## src/rtl/instr_fetch.sv

```systemverilog
// Instruction fetch sequencer: issues one-cycle memory reads, holds the fetched word for execute,
// and redirects the PC on acknowledge. Define IF_MISALIGN_TRAP_EN to trap on misaligned targets.
module instr_fetch #(
  parameter logic [31:0] RESET_PC = 32'h0000_0000
) (
  input  logic        clk,
  input  logic        rst,
  output logic        imem_req,
  output logic [31:0] imem_addr,
  input  logic        imem_rvalid,
  input  logic [31:0] imem_rdata,
  output logic        instr_valid,
  output logic [31:0] instr,
  output logic [6:0]  opcode,
  output logic [2:0]  func3,
  output logic [6:0]  func7,
  output logic [31:0] pc,
  input  logic        instr_ack,
  input  logic [1:0]  BranchNoCondition,
  input  logic        branch_taken,
  input  logic [31:0] imm32,
  input  logic [31:0] jalr_target,
  output logic [31:0] instret,
  output logic        misalign_err
);

  localparam int unsigned XLEN = 32;
  localparam logic [XLEN-1:0] NOP_INSTR = 32'h0000_0013;

  typedef enum logic [1:0] {FETCH, WAIT, HOLD, TRAP} state_e;

  state_e          state_q, state_d;
  logic            req_q, req_d;
  logic [XLEN-1:0] pc_q, pc_d;
  logic [XLEN-1:0] instr_q, instr_d;
  logic            valid_q, valid_d;
  logic [XLEN-1:0] instret_q, instret_d;
  logic            misalign_q, misalign_d;
  logic [XLEN-1:0] next_pc_raw;

  // Redirect target; branch_taken only matters for the plain sequential/branch encoding.
  always_comb begin
    next_pc_raw = pc_q + 32'd4;
    case (BranchNoCondition)
      2'b00:   next_pc_raw = branch_taken ? (pc_q + imm32) : (pc_q + 32'd4);
      2'b01:   next_pc_raw = pc_q + imm32;
      2'b10:   next_pc_raw = {jalr_target[XLEN-1:1], 1'b0};
      default: next_pc_raw = pc_q + 32'd4;
    endcase
  end

  always_comb begin
    state_d    = state_q;
    req_d      = 1'b0;
    pc_d       = pc_q;
    instr_d    = instr_q;
    valid_d    = valid_q;
    instret_d  = instret_q;
    misalign_d = misalign_q;
    case (state_q)
      // Out of reset the request is not yet up, so FETCH first raises it, then moves on.
      FETCH: begin
        if (req_q) begin
          state_d = WAIT;
        end else begin
          req_d = 1'b1;
        end
      end
      WAIT: begin
        if (imem_rvalid) begin
          instr_d = imem_rdata;
          valid_d = 1'b1;
          state_d = HOLD;
        end
      end
      HOLD: begin
        if (instr_ack) begin
          valid_d   = 1'b0;
          instret_d = instret_q + 32'd1;
`ifdef IF_MISALIGN_TRAP_EN
          pc_d = next_pc_raw;
          if (next_pc_raw[1:0] != 2'b00) begin
            misalign_d = 1'b1;
            state_d    = TRAP;
          end else begin
            req_d   = 1'b1;
            state_d = FETCH;
          end
`else
          pc_d    = {next_pc_raw[XLEN-1:2], 2'b00};
          req_d   = 1'b1;
          state_d = FETCH;
`endif
        end
      end
      TRAP: begin
        state_d = TRAP;
      end
      default: begin
        state_d = FETCH;
      end
    endcase
  end

  always_ff @(posedge clk or posedge rst) begin
    if (rst) begin
      state_q    <= FETCH;
      req_q      <= 1'b0;
      pc_q       <= RESET_PC;
      instr_q    <= NOP_INSTR;
      valid_q    <= 1'b0;
      instret_q  <= '0;
      misalign_q <= 1'b0;
    end else begin
      state_q    <= state_d;
      req_q      <= req_d;
      pc_q       <= pc_d;
      instr_q    <= instr_d;
      valid_q    <= valid_d;
      instret_q  <= instret_d;
      misalign_q <= misalign_d;
    end
  end

  assign imem_req    = req_q;
  assign imem_addr   = pc_q;
  assign instr_valid = valid_q;
  assign instr       = instr_q;
  assign opcode      = instr_q[6:0];
  assign func3       = instr_q[14:12];
  assign func7       = instr_q[31:25];
  assign pc          = pc_q;
  assign instret     = instret_q;
`ifdef IF_MISALIGN_TRAP_EN
  assign misalign_err = misalign_q;
`else
  assign misalign_err = 1'b0;
`endif

endmodule

```

## config.mk

```make
export PLATFORM = sky130hd
export DESIGN_NAME = instr_fetch
export DESIGN_NICKNAME = d
export VERILOG_FILES = /design/src/rtl/instr_fetch.sv
export SDC_FILE = /design/constraint.sdc
export NUM_CORES = 1
export LEC_CHECK = 0
export CAP_MARGIN = 10
export CELL_PAD_IN_SITES_DETAIL_PLACEMENT = 1
export CELL_PAD_IN_SITES_GLOBAL_PLACEMENT = 1
export CORE_MARGIN = 2
export CORE_UTILIZATION = 25
export DETAILED_ROUTE_END_ITERATION = 12
export PLACE_DENSITY_LB_ADDON = 0.1
export SKIP_CTS_REPAIR_TIMING = 1
export SYNTH_ARGS = -nofsm -noshare
export SYNTH_HDL_FRONTEND = slang
export SYNTH_SLANG_ARGS = --single-unit
```

## constraint.sdc

```tcl
create_clock -name clk -period 5.8 [get_ports clk]
set_input_delay 0.87 -clock clk [delete_from_list [all_inputs] [get_ports clk]]
set_output_delay 0.87 -clock clk [all_outputs]
set_load 0.02 [all_outputs]
```

==> summary.md, run 1 <==
| Metric | Value |
|---|---|
| Routed len/inst | 18.24 um |
| RSZ-0062 raised after global routing | no |
| Die Ht | 168.0 um |
| Final setup fails | 0 |
| Worst Path Max Fanout | 4 |
| Crit path DAT | 4.22 ns |
| CTS HTree Levels | 3 |
| Remaining global-route overflow | 0 |
| # diodes | 0 |
| Initial drt markers | 300 |
| Reg2reg start | imem_addr[2] |
| Cell taking the most area after synthesis | dfrtp_1 |
| Io pins | 251 |
| Pin count of the biggest net entering global routing | 57 |
| Number of global-route vias before repair | 6475 |
| Crit Reg-Reg Endpoint | imem_addr[28] |
| Max-Cap Viols | 0 |
| Yosys reg bits | 98 |
| Skew-Pair Late Insertion Delay | 0.35 ns |
| ANT nets after route | 0 |
| Die Area | 28220 sq um |
| PwrDens | 156.2 nW/um^2 |
| Initial antenna violation count | 0 |
| Max Fclk | 253.4 MHz |
| Setup Crit Path Kind | in -> reg |
| Worst slew pin tran | 0.8468 ns |
| Mapped cell area | 6723 sq um |
| Synth warn | 0 |
| Core area | 26650 sq um |
| Ys async rst share | 100.0% |
| Nets | 1068 |
| Crit path to | imem_addr[28] |
| All-Layer GR Usage | 16.54% |
| 1st-pass router iterations | 6 |
| Vias per cell | 4.852 |
| Area added between synthesis and finish | 40.44% |
| Mean area per synthesized cell | 9.048 sq um |
| Fin. Hold Viols | 0 |
| Overall routed net length | 23.24 mm |
| Top cell type's share of synthesized area | 35.36% |
| Top cells by area, synth | dfrtp_1 35%, ha_1 6.7%, buf_4 5.8% |
| Clock skew | 0.01422 ns |
| Critical Path End Type | flop |
| Max Slew Vio Count | 0 |
| Cts bufs inserted | 9 |
| Leakage | 4.030 nW |
| Number of cell rows | 60 |
| CTS tree | yes |
| Maximum VDD drop | 0.1592 mV |
| Vias | 6181 |
| R2r setup slk | 2.21 ns |
| Period utilisation layout | 68.05% |
| First-pass GRT wire length | 36.91 mm |
| Detailed placement HPWL | 17.19 mm |
| Netlist cell types | 63 |
| Register area share after synthesis | 36.53% |
| Crit path from | imm32[2] |
| Startpoint types | input pin |
| Reg2Reg Depth | 12 |
| Dominant synthesized flop cell | dfrtp_1 |
| Cells after synthesis | 743 |
| DR DRC count | 0 |
| Clock-pin slew on the worst setup and hold paths | 0.08 ns |
| EDFF count, synth | 0 |
| IO buf count | 241 |
| Gpl congestion | 0.7539 |
| Share of layout cells above drive strength 1 | 7.931% |
| Final TNS setup | 0 ns |
| Pwr Total | 1.475 mW |
| Die W | 168.0 um |
| Slew headroom | 43.43% |
| Clock Root Buffer | clkbuf_16 |
| CP required | 6.08 ns |
| Min-Delay Path Class | reg -> reg |
| Number of filler cells placed in the layout | 3070 |
| Min Tclk post-route | 3.947 ns |
| Initial Util | 25.23% |
| Clock buffer depth | 2 |
| CTS sink count | 98 |
| Outcome | finished, final reports clean |
==> layout by cell type (no fill, tap or decap), types with 3 or more instances in the layout <==
master           instances
xor2_1                  18
and4_1                   4
clkbuf_16                9
nand2b_1                 8
nand3_1                 13
and3_1                  13
dfstp_2                  3
a21o_1                  12
o21ai_0                 66
clkdlybuf4s50_1        241
inv_1                   18
nor3_1                   7
o221ai_1                 5
o21ai_1                  3
xnor2_1                 36
nor2b_1                  8
a222oi_1                 6
a211oi_1                 7
a22oi_1                  8
buf_4                    7
nand4_1                 17
nor4_1                   5
a22o_1                   5
a31oi_1                  8
ha_1                    36
a21oi_1                 40
nor2_1                  58
nand2_1                 69
dfrtp_1                 95
conb_1                   5
or2_2                    4
mux2_2                  34
inv_6                    3
and2_1                   9
a221oi_1                 7
o211ai_1                 3
==> power by group <==
group / internal [mW] / switching, mW
Combinational: 0.0902 / 0.0855
Sequential: 0.683 / 0
Clock: 0.302 / 0.314
Total: 1.08 / 0.400
==> registers in the layout (all words and copies together) (netlist names) <==
signal and count:
imem_addr 30, imem_req 1, instr 32, instr_valid 1, instret 32, state_q 2
==> per-layer routing <==
| metal | vias to the layer above | wire (um) | GRT usage (%) |
|---|---|---|---|
| met2 | 176 | 10520 | 26.57 |
| met5 | - | 0 | 0 |
| met1 | 3008 | 11560 | 23.78 |
| li1 | 2986 | - | - |
| met4 | 0 | 160 | 2.684 |
| met3 | 11 | 1005 | 2.656 |
==> through the flow <==
stage | worst slack, ns | area (sq um) | cells | util, % | hold slack (ns)
floorplan | 2.373 | 6738 | 747 | - | 0.5513
global placement | 1.458 | 9158 | 1258 | 34.36 | 0.4658
detailed placement | 1.481 | 9158 | 1258 | 34.36 | 0.4655
CTS | 1.800 | 9442 | 1274 | 35.43 | 0.4817
global route | 1.587 | 9442 | 1274 | 35.43 | 0.5094
finish | 1.853 | 9442 | 1274 | 35.43 | 0.4755
==> area by class of cell <==
type / count / area [sq um] / area share, %
clock buffer: 10 / 229.0 / 2.425
clock inverter: 6 / 55.05 / 0.5831
inverter: 19 / 73.82 / 0.7819
multi-input combinational: 552 / 3736 / 39.57
sequential: 98 / 2456 / 26.01
tap: 341 / 426.7 / 4.519
timing repair buffer: 248 / 2465 / 26.11
==> logic make-up (layout without fill, tap and decap cells) <==
group                    after synthesis  count (layout)  synth area share (%)
multiplexers                          36              36                 5.993
AND/OR/NAND/NOR                      223             223                 16.14
adder cells (fa/ha/maj)               37              37                 6.998
other                                  1               5               0.05578
AO/OA/AOI/OAI                        197             197                 18.91
XOR/XNOR                              54              54                 7.035
buffers and inverters                 97             283                 8.338
flip-flops                            98              98                 36.53
==> synthesized netlist by cell type, types with 3 or more instances <==
cell type,n
dfrtp_1,95
nand2_1,69
o21ai_0,66
nor2_1,59
buf_4,52
a21oi_1,40
ha_1,36
xnor2_1,36
mux2_2,34
clkbuf_1,22
inv_1,19
xor2_1,18
nand4_1,17
and3_1,13
nand3_1,13
a21o_1,12
nor2b_1,9
a22oi_1,8
a31oi_1,8
and2_1,8
nand2b_1,8
a211oi_1,7
a221oi_1,7
nor3_1,7
a222oi_1,6
a22o_1,5
nor4_1,5
o221ai_1,5
and4_1,4
or2_2,4
buf_1,3
dfstp_2,3
o211ai_1,3
o21ai_1,3
==> worst min path at each step <==
stage | startpoint | end | depth (start not counted)
after floorplan | state_q[0] | state_q[0] | 2
after global placement | instret[31] | instret[31] | 1
after detailed placement | instret[31] | instret[31] | 1
after CTS | instret[31] | instret[31] | 1
after global routing | instret[13] | instret[13] | 1
final | instret[31] | instret[31] | 1
==> worst max-delay path, stage by stage <==
cell	delay [ns]
clkdlybuf4s50_1	0.47
ha_1	0.22
inv_1	0.07
fa_1	0.40
nor2b_1	0.17
o31a_1	0.19
o311a_1	0.23
o211ai_1	0.16
o22ai_1	0.43
nor2b_1	0.15
nor4_1	0.37
mux2_2	0.38
o21ai_1	0.11
Note: power is estimated with default switching activity, not from simulation.
==> run 2: changes to the inputs <==
Clock period 5.8 ns to 4 ns, I/O delays scaled along.
==> run 2 against run 1 <==
Cell count increased by 0.78%. Routed wire length up 1.7%. Combinational power rose by 49%. Clock skew shrank 0.0040 ns. Design area is 0.89% higher. Via count grew 1.4%. Critical path type unchanged. Worst hold slack worse by 0.0029 ns. Sequential cell count did not move. Utilization increased by 0.31 points. Count of clock-buffer cells in the layout unchanged. Register-to-register slack got worse by 1.4 ns. Clock power increased by 45%. Highest routed layer is now met5.
==> summary.md, run 2 (synthesized netlist as in run 1, its figures left out) <==
| Metric | Value |
|---|---|
| Outcome | finished, final reports clean |
| Die W | 168.0 um (unchanged) |
| # diodes | 0 (unchanged) |
| Gpl congestion | 0.7438 (-1.3%) |
| Min Tclk post-route | 3.477 ns |
| Worst path buffer plus inverter count | 2 (unchanged) |
| Finished Layout Cells | 1284 (+0.78%) |
| Detailed placement HPWL | 18.01 mm (+4.8%) |
| CP required | 4.28 ns (-1.80 ns) |
| Remaining global-route overflow | 0 (unchanged) |
| Share of layout cells above drive strength 1 | 8.908% (+0.98 points) |
| Period utilisation layout | 86.93% |
| Pwr Total | 2.144 mW (+45%) |
| Slew headroom | 49.32% (+5.9 points) |
| ANT nets after route | 0 (unchanged) |
| Vias | 6266 (+1.4%) |
| Clock skew | 0.01019 ns (-0.004027 ns) |
| Startpoint types | input pin |
| Worst slew pin tran | 0.7586 ns (-0.08822 ns) |
| Setup Crit Path Kind | in -> reg |
| DR DRC count | 0 (unchanged) |
| Core area | 26650 sq um (unchanged) |
| Initial antenna violation count | 1 (+1) |
| Area added between synthesis and finish | 41.69% |
| Final setup fails | 0 (unchanged) |
| Initial drt markers | 343 (+14%) |
| Slowest CP cell | clkdlybuf4s50_1 |
| Fin. Hold Viols | 0 (unchanged) |
| Initial Util | 25.23% (unchanged) |
| Skew-Pair Late Insertion Delay | 0.36 ns (about the same) |
| CTS HTree Levels | 3 (unchanged) |
| Routed len/inst | 18.41 um (+0.92%) |
| 1st-pass router iterations | 5 (-1) |
| Number of cell rows | 60 (unchanged) |
| Commonest non-fill, non-tap cell in the layout | clkdlybuf4s50_1 |
| Pin count of the biggest net entering global routing | 45 (-21%) |
| Max-Cap Viols | 0 (unchanged) |
| Die Ht | 168.0 um (unchanged) |
| Max Fclk | 287.6 MHz |
| Number of filler cells placed in the layout | 3076 (+0.20%) |
| Leakage | 4.078 nW (+1.2%) |
| Critical Path End Type | flop |
| CTS sink count | 98 (unchanged) |
| Vias per cell | 4.880 (+0.59%) |
| Worst-path cell chain | clkdlybuf4s50_1 -> ha_1 -> inv_1 -> fa_1 -> nor2b_1 -> o31a_1 -> o311a_1 -> o211ai_1 -> o22ai_1 -> nor2b_1 -> nor4_1 -> mux2_2 -> o21ai_1 |
| Worst Path Max Fanout | 3 (-1) |
| Dpl cells | 1268 (+0.79%) |
| Clock Root Buffer | clkbuf_16 |
| Min-Delay Path Class | reg -> reg |
| Overall routed net length | 23.64 mm (+1.7%) |
| PwrDens | 225.1 nW/um^2 (+44%) |
| Maximum VDD drop | 0.1563 mV (-1.8%) |
| Clock buffer depth | 2 (unchanged) |
| Most frequent cells in the layout | 241 x clkdlybuf4s50_1, 95 x dfrtp_1, 69 x nand2_1 |
| Crit path DAT | 3.76 ns (-0.46 ns) |
| Crit-path most repeated cell | nor2b_1 |
| RSZ-0062 raised after global routing | no |
| CTS tree | yes |
| Nets | 1078 (+0.94%) |
| Die Area | 28220 sq um (unchanged) |
| IO buf count | 241 (unchanged) |
| CP peak stage delay | 0.47 ns (about the same) |
| Io pins | 251 (unchanged) |
| Number of global-route vias before repair | 6455 (-0.31%) |
| Max Slew Vio Count | 0 (unchanged) |
| Cts bufs inserted | 9 (unchanged) |
| All-Layer GR Usage | 16.94% (+0.40 points) |
| Family with the most delay on the worst path | compound AO/OA/AOI/OAI gates |
| Clock-pin slew on the worst setup and hold paths | 0.08 ns (about the same) |
| Final TNS setup | 0 ns (unchanged) |
| First-pass GRT wire length | 37.59 mm (+1.9%) |
[run 2: changes by cell type in the layout (fill, tap and decap cells not counted), sizes merged]
cell / before / now
clkinv: 2 / 1
buf: 7 / 17
clkinvlp: 0 / 1
[run 2: routing by layer]
layer / share of wire (%) / track usage, % / vias up
li1: - / - / 3013
met1: 49 / 24.23 / 3036
met2: 45 / 26.68 / 195
met3: 4.4 / 2.445 / 20
met4: 1.5 / 4.612 / 2
met5: 0.038 / 0 / -
[run 2: path summary, 6_finish.rpt]
path / from / endpoint / slack, ns / depth (start not counted)
worst max-delay path: imm32[2] / imem_addr[28] / 0.52 / 13
worst min-delay path: instret[31] / instret[31] / 0.47 / 1
worst max register to register: imem_addr[3] / imem_addr[28] / 0.85 / 11
worst min register to register: instret[31] / instret[31] / 0.47 / 1
max in group asynchronous: rst / instret[9] / 2.61 / 3
min in group asynchronous: rst / instr[30] / 0.67 / 2
[run 2: stage by stage]
stage	cell area [sq um]	util (%)	setup WS, ns	hold slack (ns)
2_1_floorplan	6738	-	0.8429	0.5513
3_3_place_gp	9240	34.67	0.1947	0.4639
3_5_place_dp	9240	34.67	0.1586	0.4639
4_1_cts	9525	35.74	0.5248	0.4807
5_1_grt	9525	35.74	0.2805	0.4892
6_report	9525	35.74	0.5229	0.4726
[run 2: report_power, final]
part / internal (mW) / switching, mW / leakage, nW
registers: 0.990 / 0 / 1.33
logic: 0.136 / 0.127 / 2.61
clock network: 0.439 / 0.453 / 0.138
total: 1.56 / 0.580 / 4.08
[run 2: cell type report]
cell class | count | area (sq um) | area share, %
tap | 341 | 426.7 | 4.479
clock buffer | 10 | 229.0 | 2.404
multi-input combinational | 552 | 3731 | 39.17
sequential | 98 | 2456 | 25.78
inverter | 19 | 73.82 | 0.7750
clock inverter | 6 | 56.30 | 0.5911
timing repair buffer | 258 | 2552 | 26.80
[run 2: worst reg2reg max path, stage by stage, from the launching register on]
cell	delay, ns
dfrtp_1	0.48
inv_1	0.12
fa_1	0.47
nor2b_1	0.16
o31a_1	0.16
o311a_1	0.23
o211ai_1	0.17
o22ai_1	0.30
nor2b_1	0.12
nor4_1	0.36
mux2_2	0.38
o21ai_1	0.11
==> run 3: changes to the inputs <==
Settings changed: CORE_UTILIZATION 25 to 33, CTS_CLUSTER_SIZE set to 28.
==> run 3 against run 2 <==
Non-clock buffer count decreased by 5. Critical path depth stayed put. Cell count decreased by 5.9%. Combinational power is 2% lower. Maximum frequency up 1.6%. Clock skew increased by 0.0075 ns. Die area is 24% lower. Register-to-register slack lost 0.17 ns. Total power barely moved. Highest routed layer is now met4.
==> summary.md, run 3 (synthesized netlist as in run 1, its figures left out) <==
| Metric | Value |
|---|---|
| Io pins | 251 (unchanged) |
| CTS HTree Levels | 3 (unchanged) |
| Sequential share of power | 46.2% (about the same) |
| RSZ-0062 raised after global routing | no |
| Startpoint types | input pin |
| Crit-path most repeated cell | nor2b_1 |
| Commonest non-fill, non-tap cell in the layout | clkdlybuf4s50_1 |
| Worst-path cell chain | clkdlybuf4s50_1 -> ha_1 -> inv_1 -> fa_1 -> nor2b_1 -> o31a_1 -> o311a_1 -> o211ai_1 -> o22ai_1 -> nor2b_1 -> nor4_1 -> mux2_2 -> o21ai_1 |
| Sequential Area | 2456 sq um (unchanged) |
| Clock-pin slew on the worst setup and hold paths | 0.08 ns (about the same) |
| Pin count of the biggest net entering global routing | 53 (+18%) |
| IO buf count | 241 (unchanged) |
| Max-Cap Viols | 0 (unchanged) |
| Min Tclk post-route | 3.423 ns (-0.05408 ns) |
| Final TNS setup | 0 ns (unchanged) |
| Pwr Total | 2.143 mW (about the same) |
| Initial drt markers | 271 (-21%) |
| Remaining global-route overflow | 0 (unchanged) |
| Initial Util | 33.44% (+8.2 points) |
| Combinational fraction of design power | 12.0% (-0.3 points) |
| PwrDens | 228.0 nW/um^2 (+1.3%) |
| Die Ht | 146.7 um (-13%) |
| Core area | 20100 sq um (-25%) |
| Worst path buffer plus inverter count | 2 (unchanged) |
| Critical Path End Type | flop |
| Most frequent cells in the layout | 241 x clkdlybuf4s50_1, 95 x dfrtp_1, 69 x nand2_1 |
| Detailed placement HPWL | 17.27 mm (-4.1%) |
| All-Layer GR Usage | 21.13% (+4.2 points) |
| DR DRC count | 0 (unchanged) |
| Clock buffer depth | 2 (unchanged) |
| Vias per cell | 5.252 (+7.6%) |
| Number of cell rows | 52 (-13%) |
| Crit path DAT | 3.70 ns (-0.06 ns) |
| Clock Power Share | 41.8% (+0.2 points) |
| CTS sink count | 98 (unchanged) |
| Fin. Hold Viols | 0 (unchanged) |
| Max Slew Vio Count | 0 (unchanged) |
| Nets | 1073 (-0.46%) |
| Share of layout cells above drive strength 1 | 8.529% (-0.38 points) |
| Worst slew pin tran | 0.7286 ns (-0.03000 ns) |
| Number of filler cells placed in the layout | 2293 (-25%) |
| Vias | 6344 (+1.2%) |
| Worst Path Max Fanout | 3 (unchanged) |
| Gpl congestion | 0.8325 (+12%) |
| Min-Delay Path Class | reg -> reg |
| First-pass GRT wire length | 36.53 mm (-2.8%) |
| CP peak stage delay | 0.45 ns (-0.02 ns) |
| Period utilisation layout | 85.58% (-1.4 points) |
| Area added between synthesis and finish | 39.79% |
| ANT nets after route | 0 (unchanged) |
| Die W | 146.7 um (-13%) |
| CTS tree | yes |
| Overall routed net length | 22.84 mm (-3.4%) |
| Design area | 9398 sq um (-1.3%) |
| Family with the most delay on the worst path | compound AO/OA/AOI/OAI gates |
| P_sw | 566.3 uW (-2.3%) |
| Die Area | 21530 sq um (-24%) |
| Number of global-route vias before repair | 6689 (+3.6%) |
| Outcome | finished, final reports clean |
| 1st-pass router iterations | 4 (-1) |
| Skew-Pair Late Insertion Delay | 0.36 ns (about the same) |
| Initial antenna violation count | 0 (-1) |
| Int Pwr | 1.577 mW (+0.78%) |
| Switching Share | 26.43% (-0.62 points) |
| # diodes | 0 (unchanged) |
| CP required | 4.28 ns (about the same) |
| Area of the multi-input gates | 3731 sq um (unchanged) |
| Clock skew | 0.01773 ns (+0.007538 ns) |
| Leakage | 4.058 nW (-0.50%) |
| Setup Crit Path Kind | in -> reg |
| Max Fclk | 292.1 MHz (+1.6%) |
| Cts bufs inserted | 9 (unchanged) |
| Routed len/inst | 18.90 um (+2.7%) |
| Maximum VDD drop | 0.1576 mV (+0.82%) |
| Slowest CP cell | clkdlybuf4s50_1 |
| Slew headroom | 50.98% (+1.7 points) |
| Cell Area, Placed | 9101 sq um (-1.5%) |
| Final setup fails | 0 (unchanged) |
| Clock Root Buffer | clkbuf_16 |
-- run 3: path summary, 6_finish.rpt --
path | cells past startpoint | slack, ns | startpoint | endpoint
worst max register to register | 12 | 0.68 | imem_addr[2] | imem_addr[28]
min in group asynchronous | 2 | 0.74 | rst | imem_addr[3]
max in group asynchronous | 3 | 2.38 | rst | instret[10]
worst min-delay path | 1 | 0.48 | instret[31] | instret[31]
worst max-delay path | 13 | 0.58 | imm32[2] | imem_addr[28]
worst min register to register | 1 | 0.48 | instret[31] | instret[31]
-- run 3: cell type report --
class                           count  share of cell area (%)
Timing Repair Buffer              253                   26.63
Sequential cell                    98                   26.14
Tap cell                          270                   3.595
Clock buffer                       10                   2.543
Multi-Input combinational cell    552                   39.70
Clock inverter                      6                  0.6124
Inverter                           19                  0.7855
-- run 3: routing by layer --
| metal | global-route usage [%] | vias to the layer above | share of wire, % |
|---|---|---|---|
| li1 | - | 3003 | - |
| met1 | 28.01 | 3138 | 46 |
| met2 | 36.57 | 183 | 49 |
| met3 | 2.640 | 20 | 4.0 |
| met4 | 5.583 | 0 | 1.3 |
| met5 | 0 | - | 0 |
-- run 3: power by group through the flow --
stage,Combinational [mW],Sequential (mW),Clock [mW]
after floorplan,0.117,1.01,0
after global placement,0.253,1.01,0
after detailed placement,0.257,1.01,0
after CTS,0.260,0.990,0.920
after global routing,0.281,0.990,0.952
final,0.257,0.990,0.896
-- run 3: stage by stage --
| step | util (%) | std cells | setup slack (ns) | hold slack, ns |
|---|---|---|---|---|
| after floorplan | - | 747 | 0.8429 | 0.5513 |
| after global placement | 45.27 | 1192 | 0.2808 | 0.4573 |
| after detailed placement | 45.27 | 1192 | 0.2440 | 0.4741 |
| after CTS | 46.75 | 1208 | 0.5945 | 0.4872 |
| after global routing | 46.75 | 1208 | 0.3960 | 0.5006 |
| final | 46.75 | 1208 | 0.5770 | 0.4805 |
-- run 3: worst reg2reg max path: stages (launching register included) --
cell and delay, ns:
dfrtp_1 0.53, ha_1 0.27, inv_1 0.07, fa_1 0.39, nor2b_1 0.17, o31a_1 0.20
o311a_1 0.21, o211ai_1 0.14, o22ai_1 0.33, nor2b_1 0.13, nor4_1 0.34, mux2_2 0.37
o21ai_1 0.11
